==> src/rtl/matrix_mul_seq_if.sv <==
// Operand/result stream bundle for matrix_mul_seq: one valid/ready word stream in,
// one valid/ready result stream out, plus the busy status flag.
interface matrix_mul_seq_if #(
  parameter int W = 32
);
  logic         in_valid;
  logic         in_ready;
  logic [W-1:0] in_data;
  logic         out_valid;
  logic         out_ready;
  logic [W-1:0] out_data;
  logic         out_last;
  logic         busy;

  modport master (
    output in_valid, in_data, out_ready,
    input  in_ready, out_valid, out_data, out_last, busy
  );

  modport slave (
    input  in_valid, in_data, out_ready,
    output in_ready, out_valid, out_data, out_last, busy
  );
endinterface

==> src/rtl/matrix_mul_seq.sv <==
// Sequential N x N unsigned matrix multiplier C = A*B around a single shared MAC.
// Define MATMUL_SAT_EN to saturate results to W bits instead of wrapping.
module matrix_mul_seq #(
  parameter int N = 2,
  parameter int W = 32
) (
  input  logic               clk,
  input  logic               rst_n,
  matrix_mul_seq_if.slave    bus
);

  localparam int ACC_W = 2*W + $clog2(N);
  localparam int IW    = (N > 1) ? $clog2(N) : 1;
  localparam logic [IW-1:0] LAST_IDX = IW'(N-1);
  localparam logic [IW-1:0] ZERO_IDX = {IW{1'b0}};

  typedef enum logic [1:0] {
    ST_LOAD_A  = 2'd0,
    ST_LOAD_B  = 2'd1,
    ST_COMPUTE = 2'd2,
    ST_DRAIN   = 2'd3
  } state_t;

  function automatic logic [W-1:0] reduce_sum(input logic [ACC_W-1:0] s);
`ifdef MATMUL_SAT_EN
    if (s > ACC_W'({W{1'b1}})) begin
      reduce_sum = {W{1'b1}};
    end else begin
      reduce_sum = s[W-1:0];
    end
`else
    reduce_sum = s[W-1:0];
`endif
  endfunction

  state_t             state_q, state_d;
  logic [IW-1:0]      ld_row_q, ld_row_d, ld_col_q, ld_col_d;
  logic [IW-1:0]      i_q, i_d, j_q, j_d, k_q, k_d;
  logic [IW-1:0]      dr_row_q, dr_row_d, dr_col_q, dr_col_d;
  logic [ACC_W-1:0]   acc_q, acc_d;
  logic               in_ready_q, in_ready_d;
  logic               out_valid_q, out_valid_d;
  logic               out_last_q, out_last_d;
  logic               busy_q, busy_d;
  logic [W-1:0]       out_data_q, out_data_d;

  logic [W-1:0]       mat_a [N][N];
  logic [W-1:0]       mat_b [N][N];
  logic [W-1:0]       mat_c [N][N];

  logic               accept, a_we, b_we, c_we;
  logic [ACC_W-1:0]   prod, sum;
  logic [W-1:0]       c_wdata;
  logic               ld_last, dr_last, k_wrap, j_wrap, i_wrap;
  logic [IW-1:0]      ld_row_nx, ld_col_nx, dr_row_nx, dr_col_nx;

  assign accept    = bus.in_valid && in_ready_q;
  assign ld_last   = (ld_row_q == LAST_IDX) && (ld_col_q == LAST_IDX);
  assign ld_col_nx = (ld_col_q == LAST_IDX) ? ZERO_IDX : ld_col_q + IW'(1);
  assign ld_row_nx = (ld_col_q != LAST_IDX) ? ld_row_q :
                     ((ld_row_q == LAST_IDX) ? ZERO_IDX : ld_row_q + IW'(1));
  assign dr_last   = (dr_row_q == LAST_IDX) && (dr_col_q == LAST_IDX);
  assign dr_col_nx = (dr_col_q == LAST_IDX) ? ZERO_IDX : dr_col_q + IW'(1);
  assign dr_row_nx = (dr_col_q != LAST_IDX) ? dr_row_q :
                     ((dr_row_q == LAST_IDX) ? ZERO_IDX : dr_row_q + IW'(1));
  assign k_wrap    = (k_q == LAST_IDX);
  assign j_wrap    = (j_q == LAST_IDX);
  assign i_wrap    = (i_q == LAST_IDX);

  // Next-state, counter and output computation for the load/compute/drain sequence.
  always_comb begin
    state_d     = state_q;
    ld_row_d    = ld_row_q;
    ld_col_d    = ld_col_q;
    i_d         = i_q;
    j_d         = j_q;
    k_d         = k_q;
    dr_row_d    = dr_row_q;
    dr_col_d    = dr_col_q;
    acc_d       = acc_q;
    out_valid_d = out_valid_q;
    out_last_d  = out_last_q;
    out_data_d  = out_data_q;
    a_we        = 1'b0;
    b_we        = 1'b0;
    c_we        = 1'b0;
    // Product fits 2W bits, so the ACC_W-wide multiply never truncates.
    prod        = ACC_W'(mat_a[i_q][k_q]) * ACC_W'(mat_b[k_q][j_q]);
    sum         = (k_q == ZERO_IDX) ? prod : (acc_q + prod);
    c_wdata     = reduce_sum(sum);
    case (state_q)
      ST_LOAD_A: begin
        if (accept) begin
          a_we     = 1'b1;
          ld_row_d = ld_row_nx;
          ld_col_d = ld_col_nx;
          state_d  = ld_last ? ST_LOAD_B : ST_LOAD_A;
        end else begin
          a_we     = 1'b0;
        end
      end
      ST_LOAD_B: begin
        if (accept) begin
          b_we     = 1'b1;
          ld_row_d = ld_row_nx;
          ld_col_d = ld_col_nx;
          state_d  = ld_last ? ST_COMPUTE : ST_LOAD_B;
        end else begin
          b_we     = 1'b0;
        end
      end
      ST_COMPUTE: begin
        acc_d = sum;
        c_we  = k_wrap;
        k_d   = k_wrap ? ZERO_IDX : k_q + IW'(1);
        j_d   = !k_wrap ? j_q : (j_wrap ? ZERO_IDX : j_q + IW'(1));
        i_d   = !(k_wrap && j_wrap) ? i_q : (i_wrap ? ZERO_IDX : i_q + IW'(1));
        if (k_wrap && j_wrap && i_wrap) begin
          state_d = ST_DRAIN;
        end else begin
          state_d = ST_COMPUTE;
        end
      end
      ST_DRAIN: begin
        // First drain cycle only primes the output register from C[0][0].
        if (!out_valid_q) begin
          out_valid_d = 1'b1;
          out_data_d  = mat_c[dr_row_q][dr_col_q];
          out_last_d  = dr_last;
        end else if (bus.out_ready) begin
          if (dr_last) begin
            state_d     = ST_LOAD_A;
            dr_row_d    = ZERO_IDX;
            dr_col_d    = ZERO_IDX;
            out_valid_d = 1'b0;
            out_last_d  = 1'b0;
            out_data_d  = {W{1'b0}};
          end else begin
            dr_row_d    = dr_row_nx;
            dr_col_d    = dr_col_nx;
            out_data_d  = mat_c[dr_row_nx][dr_col_nx];
            out_last_d  = (dr_row_nx == LAST_IDX) && (dr_col_nx == LAST_IDX);
          end
        end else begin
          out_valid_d = out_valid_q;
        end
      end
      default: begin
        state_d = ST_LOAD_A;
      end
    endcase
    in_ready_d = (state_d == ST_LOAD_A) || (state_d == ST_LOAD_B);
    busy_d     = (state_d == ST_COMPUTE) || (state_d == ST_DRAIN);
  end

  // Control state, counters and registered outputs with synchronous reset.
  always_ff @(posedge clk) begin
    if (!rst_n) begin
      state_q     <= ST_LOAD_A;
      ld_row_q    <= ZERO_IDX;
      ld_col_q    <= ZERO_IDX;
      i_q         <= ZERO_IDX;
      j_q         <= ZERO_IDX;
      k_q         <= ZERO_IDX;
      dr_row_q    <= ZERO_IDX;
      dr_col_q    <= ZERO_IDX;
      acc_q       <= {ACC_W{1'b0}};
      in_ready_q  <= 1'b1;
      out_valid_q <= 1'b0;
      out_last_q  <= 1'b0;
      busy_q      <= 1'b0;
      out_data_q  <= {W{1'b0}};
    end else begin
      state_q     <= state_d;
      ld_row_q    <= ld_row_d;
      ld_col_q    <= ld_col_d;
      i_q         <= i_d;
      j_q         <= j_d;
      k_q         <= k_d;
      dr_row_q    <= dr_row_d;
      dr_col_q    <= dr_col_d;
      acc_q       <= acc_d;
      in_ready_q  <= in_ready_d;
      out_valid_q <= out_valid_d;
      out_last_q  <= out_last_d;
      busy_q      <= busy_d;
      out_data_q  <= out_data_d;
    end
  end

  // Operand and result storage; never reset because the drain only reads freshly written C.
  always_ff @(posedge clk) begin
    if (a_we) begin
      mat_a[ld_row_q][ld_col_q] <= bus.in_data;
    end
    if (b_we) begin
      mat_b[ld_row_q][ld_col_q] <= bus.in_data;
    end
    if (c_we) begin
      mat_c[i_q][j_q] <= c_wdata;
    end
  end

  assign bus.in_ready  = in_ready_q;
  assign bus.out_valid = out_valid_q;
  assign bus.out_data  = out_data_q;
  assign bus.out_last  = out_last_q;
  assign bus.busy      = busy_q;

endmodule

==> src/flat_wrapper.sv <==
// flat-port wrapper written by rule: the top's interface ports become plain ports
module matrix_mul_seq_flat 
#(
  parameter int N = 2,
  parameter int W = 32
)
  (clk, rst_n, bus_in_valid, bus_in_data, bus_out_ready, bus_in_ready, bus_out_valid, bus_out_data, bus_out_last, bus_busy);
  matrix_mul_seq_if #(.W(W)) bus_i ();
  input  logic clk;
  input  logic rst_n;
  input wire logic [$bits(bus_i.in_valid)-1:0] bus_in_valid;
  input wire logic [$bits(bus_i.in_data)-1:0] bus_in_data;
  input wire logic [$bits(bus_i.out_ready)-1:0] bus_out_ready;
  output wire logic [$bits(bus_i.in_ready)-1:0] bus_in_ready;
  output wire logic [$bits(bus_i.out_valid)-1:0] bus_out_valid;
  output wire logic [$bits(bus_i.out_data)-1:0] bus_out_data;
  output wire logic [$bits(bus_i.out_last)-1:0] bus_out_last;
  output wire logic [$bits(bus_i.busy)-1:0] bus_busy;
  assign bus_i.in_valid = bus_in_valid;
  assign bus_i.in_data = bus_in_data;
  assign bus_i.out_ready = bus_out_ready;
  assign bus_in_ready = bus_i.in_ready;
  assign bus_out_valid = bus_i.out_valid;
  assign bus_out_data = bus_i.out_data;
  assign bus_out_last = bus_i.out_last;
  assign bus_busy = bus_i.busy;
  matrix_mul_seq #(.N(N), .W(W)) u_core (.clk(clk), .rst_n(rst_n), .bus(bus_i));
endmodule
==> config.mk <==
export PLATFORM = sky130hd
export DESIGN_NAME = matrix_mul_seq_flat
export DESIGN_NICKNAME = d
export VERILOG_FILES = /design/src/rtl/matrix_mul_seq_if.sv /design/src/rtl/matrix_mul_seq.sv /design/src/flat_wrapper.sv
export SDC_FILE = /design/constraint.sdc
export NUM_CORES = 2
export LEC_CHECK = 0
export CORE_MARGIN = 1.5
export CORE_UTILIZATION = 50
export CTS_BUF_LIST = sky130_fd_sc_hd__clkbuf_2
export DETAILED_ROUTE_END_ITERATION = 10
export PLACE_DENSITY_LB_ADDON = 0.1
export SLEW_MARGIN = 20
export SYNTH_ARGS = -nofsm -noshare
export SYNTH_HDL_FRONTEND = slang
export SYNTH_SLANG_ARGS = --single-unit
==> constraint.sdc <==
create_clock -name clk -period 26.1 [get_ports clk]
set_input_delay 5.22 -clock clk [delete_from_list [all_inputs] [get_ports clk]]
set_output_delay 5.22 -clock clk [all_outputs]
set_load 0.005 [all_outputs]
==> impl_metrics.py <==
metrics = {
    "grt": {
        "grt_start_max_net_pins": 69,
        "global_route_wire_length_before_repair_um": 147000,
        "global_route.overflow_total": 0,
        "initial_antenna_violation_count": 3,
        "grt_use_total_pct": 26.6,
        "first_global_vias": 24800,
    },
    "yosys": {
        "yosysMostFrequentCell": "inv_1",
        "asyncSetResetFlopFracSynth_pct": 0,
        "synth_top_cell_area_share_pct": 32.2,
        "yosys.cell_types.count": 62,
        "cell_type_contributing_the_most_total_cell_area_after_synthesis": "edfxtp_1",
        "syn_area_um2": 35800,
        "netlist_top_cells_count": "inv_1 (487), fa_1 (409), edfxtp_1 (384), nand2_1 (379), nor2_1 (282)",
        "synthTopCellsByArea": "edfxtp_1 (32%), fa_1 (23%), mux4_2 (8.0%)",
        "synthesis.yosys.warnings": 0,
        "synth_fp_nets": 3697,
        "synth-seq-cells": 464,
        "synth-seq-area-share_pct": 36.7,
        "syn_inst": 3093,
        "yosys_most_used_dff": "edfxtp_1",
        "synth.avg_cell_area_um2": 11.6,
        "count_of_flip_flops_with_a_built_in_enable_after_synthesis": 384,
    },
    "finish": {
        "ratio_of_cells_with_drive_above_1_in_the_final_layout_pct": 13.2,
        "design.final.nets": 3786,
        "final_cell_area_um2": 38600,
        "num-fill-cells": 6107,
        "area.growth.synth_to_final_pct": 7.75,
    },
    "route": {
        "drc": 0,
        "drt-vias-per-instance": 5.61,
        "drt_first_pass_iters": 6,
        "num_vias": 23700,
        "routed_wire_length_per_instance_um": 22.5,
        "final_antenna_net_count": 0,
        "route.final.wire_length_um": 94800,
        "detailedRoute.firstIterationViolations": 1978,
    },
    "placement": {
        "placed_instance_area_um2": 37500,
        "port_buffers": 71,
        "dpl_worst_slack_ns": 14.99,
        "routabilityCongestion": 0.924,
        "hpwl_um": 69800,
    },
    "status": {
        "outcome": "completed",
    },
    "min_path": {
        "min_path_type": "reg2reg",
    },
    "critical_path": {
        "cp-end-kind": "flop",
        "critPathLaunchType": "flop",
        "critical_path.slowest_cell": "buf_4",
        "crit_top_cell": "fa_1",
        "crit_path_max_incr_delay_ns": 0.73,
        "arrival_ns": 12.19,
        "timing.critical_path.fanout_max": 53,
        "path_class": "reg2reg",
        "worst-endpoint-required_ns": 27.16,
    },
    "cts": {
        "clock_tree_from_tritoncts": "yes",
        "clock_edge_transition_at_the_registers_on_the_reported_setup_and_hold_paths_ns": 0.10,
        "post_cts_hold_buffer_count": 0,
        "cts_repair_resize_count": 0,
        "clock_tree.htree_level_count": 3,
        "root_buffer": "clkbuf_2",
        "cts_buffer_depth": 3,
        "cts_buf_count": 112,
        "cts.sinks": 464,
        "post-cts-setup-buffer-count": 0,
        "worstSkewPairLatency_ns": 1.22,
    },
    "floorplan": {
        "fp.dieW_um": 271,
        "floorplan.die_area_um2": 73200,
        "placementRows": 97,
        "initial_utilization_pct": 50.9,
        "chipHeight_um": 271,
        "boundaryPins": 72,
        "core_area_um2": 70400,
    },
    "timing": {
        "maxClockFrequency_mhz": 89.9,
        "final.setup_skew_ns": 0.127,
        "final-max-slew-violation-count": 0,
        "report.final.setup_viol": 0,
        "final.min_clock_period_ns": 11.12,
        "timing_worst_slew_pin_value_ns": 1.24,
        "worst_slew_margin_rel_pct": 16.8,
        "min_period_over_period_pct": 42.6,
        "fin_hold_ws_ns": 0.468,
        "setup_tns_ns": 0,
        "post-route-worst-setup-slack_ns": 14.98,
        "rsz0062_at_grt": "no",
        "hold_viol_final": 0,
    },
    "flow_run": {
        "max_cap_violations": 0,
    },
}
==> logic make-up (layout without fill, tap and decap cells) <==
group | count (synthesis) | in the layout | synth area share [%]
other | 0 | 3 | 0
multiplexers | 208 | 208 | 10.5
XOR/XNOR | 119 | 119 | 2.99
flip-flops | 464 | 464 | 36.7
buffers and inverters | 629 | 812 | 6.81
AND/OR/NAND/NOR | 803 | 803 | 9.33
adder cells (fa/ha/maj) | 568 | 568 | 28.4
AO/OA/AOI/OAI | 302 | 302 | 5.29
==> flip-flops by register name, summed over array words and instances, names as in the netlist, named ones only <==
register	count
u_core.acc_q	32
u_core.bus.busy	1
u_core.bus.in_ready	1
u_core.bus.out_data	32
u_core.bus.out_last	1
u_core.bus.out_valid	1
u_core.dr_col_q	1
u_core.dr_row_q	1
u_core.i_q	1
u_core.j_q	1
u_core.k_q	1
u_core.ld_col_q	1
u_core.ld_row_q	1
u_core.mat_a	128
u_core.mat_b	128
u_core.mat_c	128
u_core.state_q	2
==> path summary, 6_finish.rpt <==
check	cells after the start	slack (ns)	start	end
worst max-delay path	37	14.98	flop	u_core.acc_q[31]
worst min-delay path	2	0.47	u_core.acc_q[4]	u_core.acc_q[4]
worst max register to register	37	14.98	flop	u_core.acc_q[31]
worst min register to register	2	0.47	u_core.acc_q[4]	u_core.acc_q[4]
==> critical path, delay by kind of cell, from the launching register on <==
family	cells	cell delay [ns]
muxes	1	0.42
AOI/OAI and AO/OA	10	2.84
DFF	1	0.49
xor gates and xnor gates	2	0.50
and+or+nand+nor	9	1.31
buffers and inverters	5	0.93
adders and majority gates	10	4.50
==> cell type report <==
type,instances,area (um^2),share of cell area [%]
clock inverters,40,204,0.529
inverters,488,1830,4.75
repair buffers,116,1050,2.72
multi-input cells,2000,20300,52.7
well taps,940,1180,3.05
diodes,3,7.51,0.0195
clock buffers,168,841,2.18
flip-flops and latches,464,13100,34.1
==> placed cells by master (no fill, tap or decap), drive strengths merged, types with 45 or more instances in the layout <==
| cell type | instances |
|---|---|
| clkdlybuf4s50 | 71 |
| xnor2 | 87 |
| and2 | 79 |
| dfxtp | 80 |
| inv | 492 |
| edfxtp | 384 |
| nand2 | 380 |
| mux2 | 48 |
| fa | 409 |
| buf | 45 |
| nor2 | 282 |
| mux4 | 128 |
| o21ai | 77 |
| a21oi | 79 |
| ha | 159 |
| clkbuf | 168 |
==> stage by stage <==
stage	std cells	utilization, %
final	4219	54.8
after global routing	4218	54.8
after CTS	4216	54.8
after detailed placement	4008	53.3
after global placement	4008	53.3
after floorplan	3093	-
==> per-layer routing <==
layer | share of wire (%) | track usage [%]
met5 | 0 | 0
met4 | 2.9 | 8.16
met3 | 7.1 | 4.38
met2 | 47 | 42.9
met1 | 43 | 37.0
Power is not shown: default switching activity piles up to over one toggle a cycle in this logic, so the estimate is an artifact.
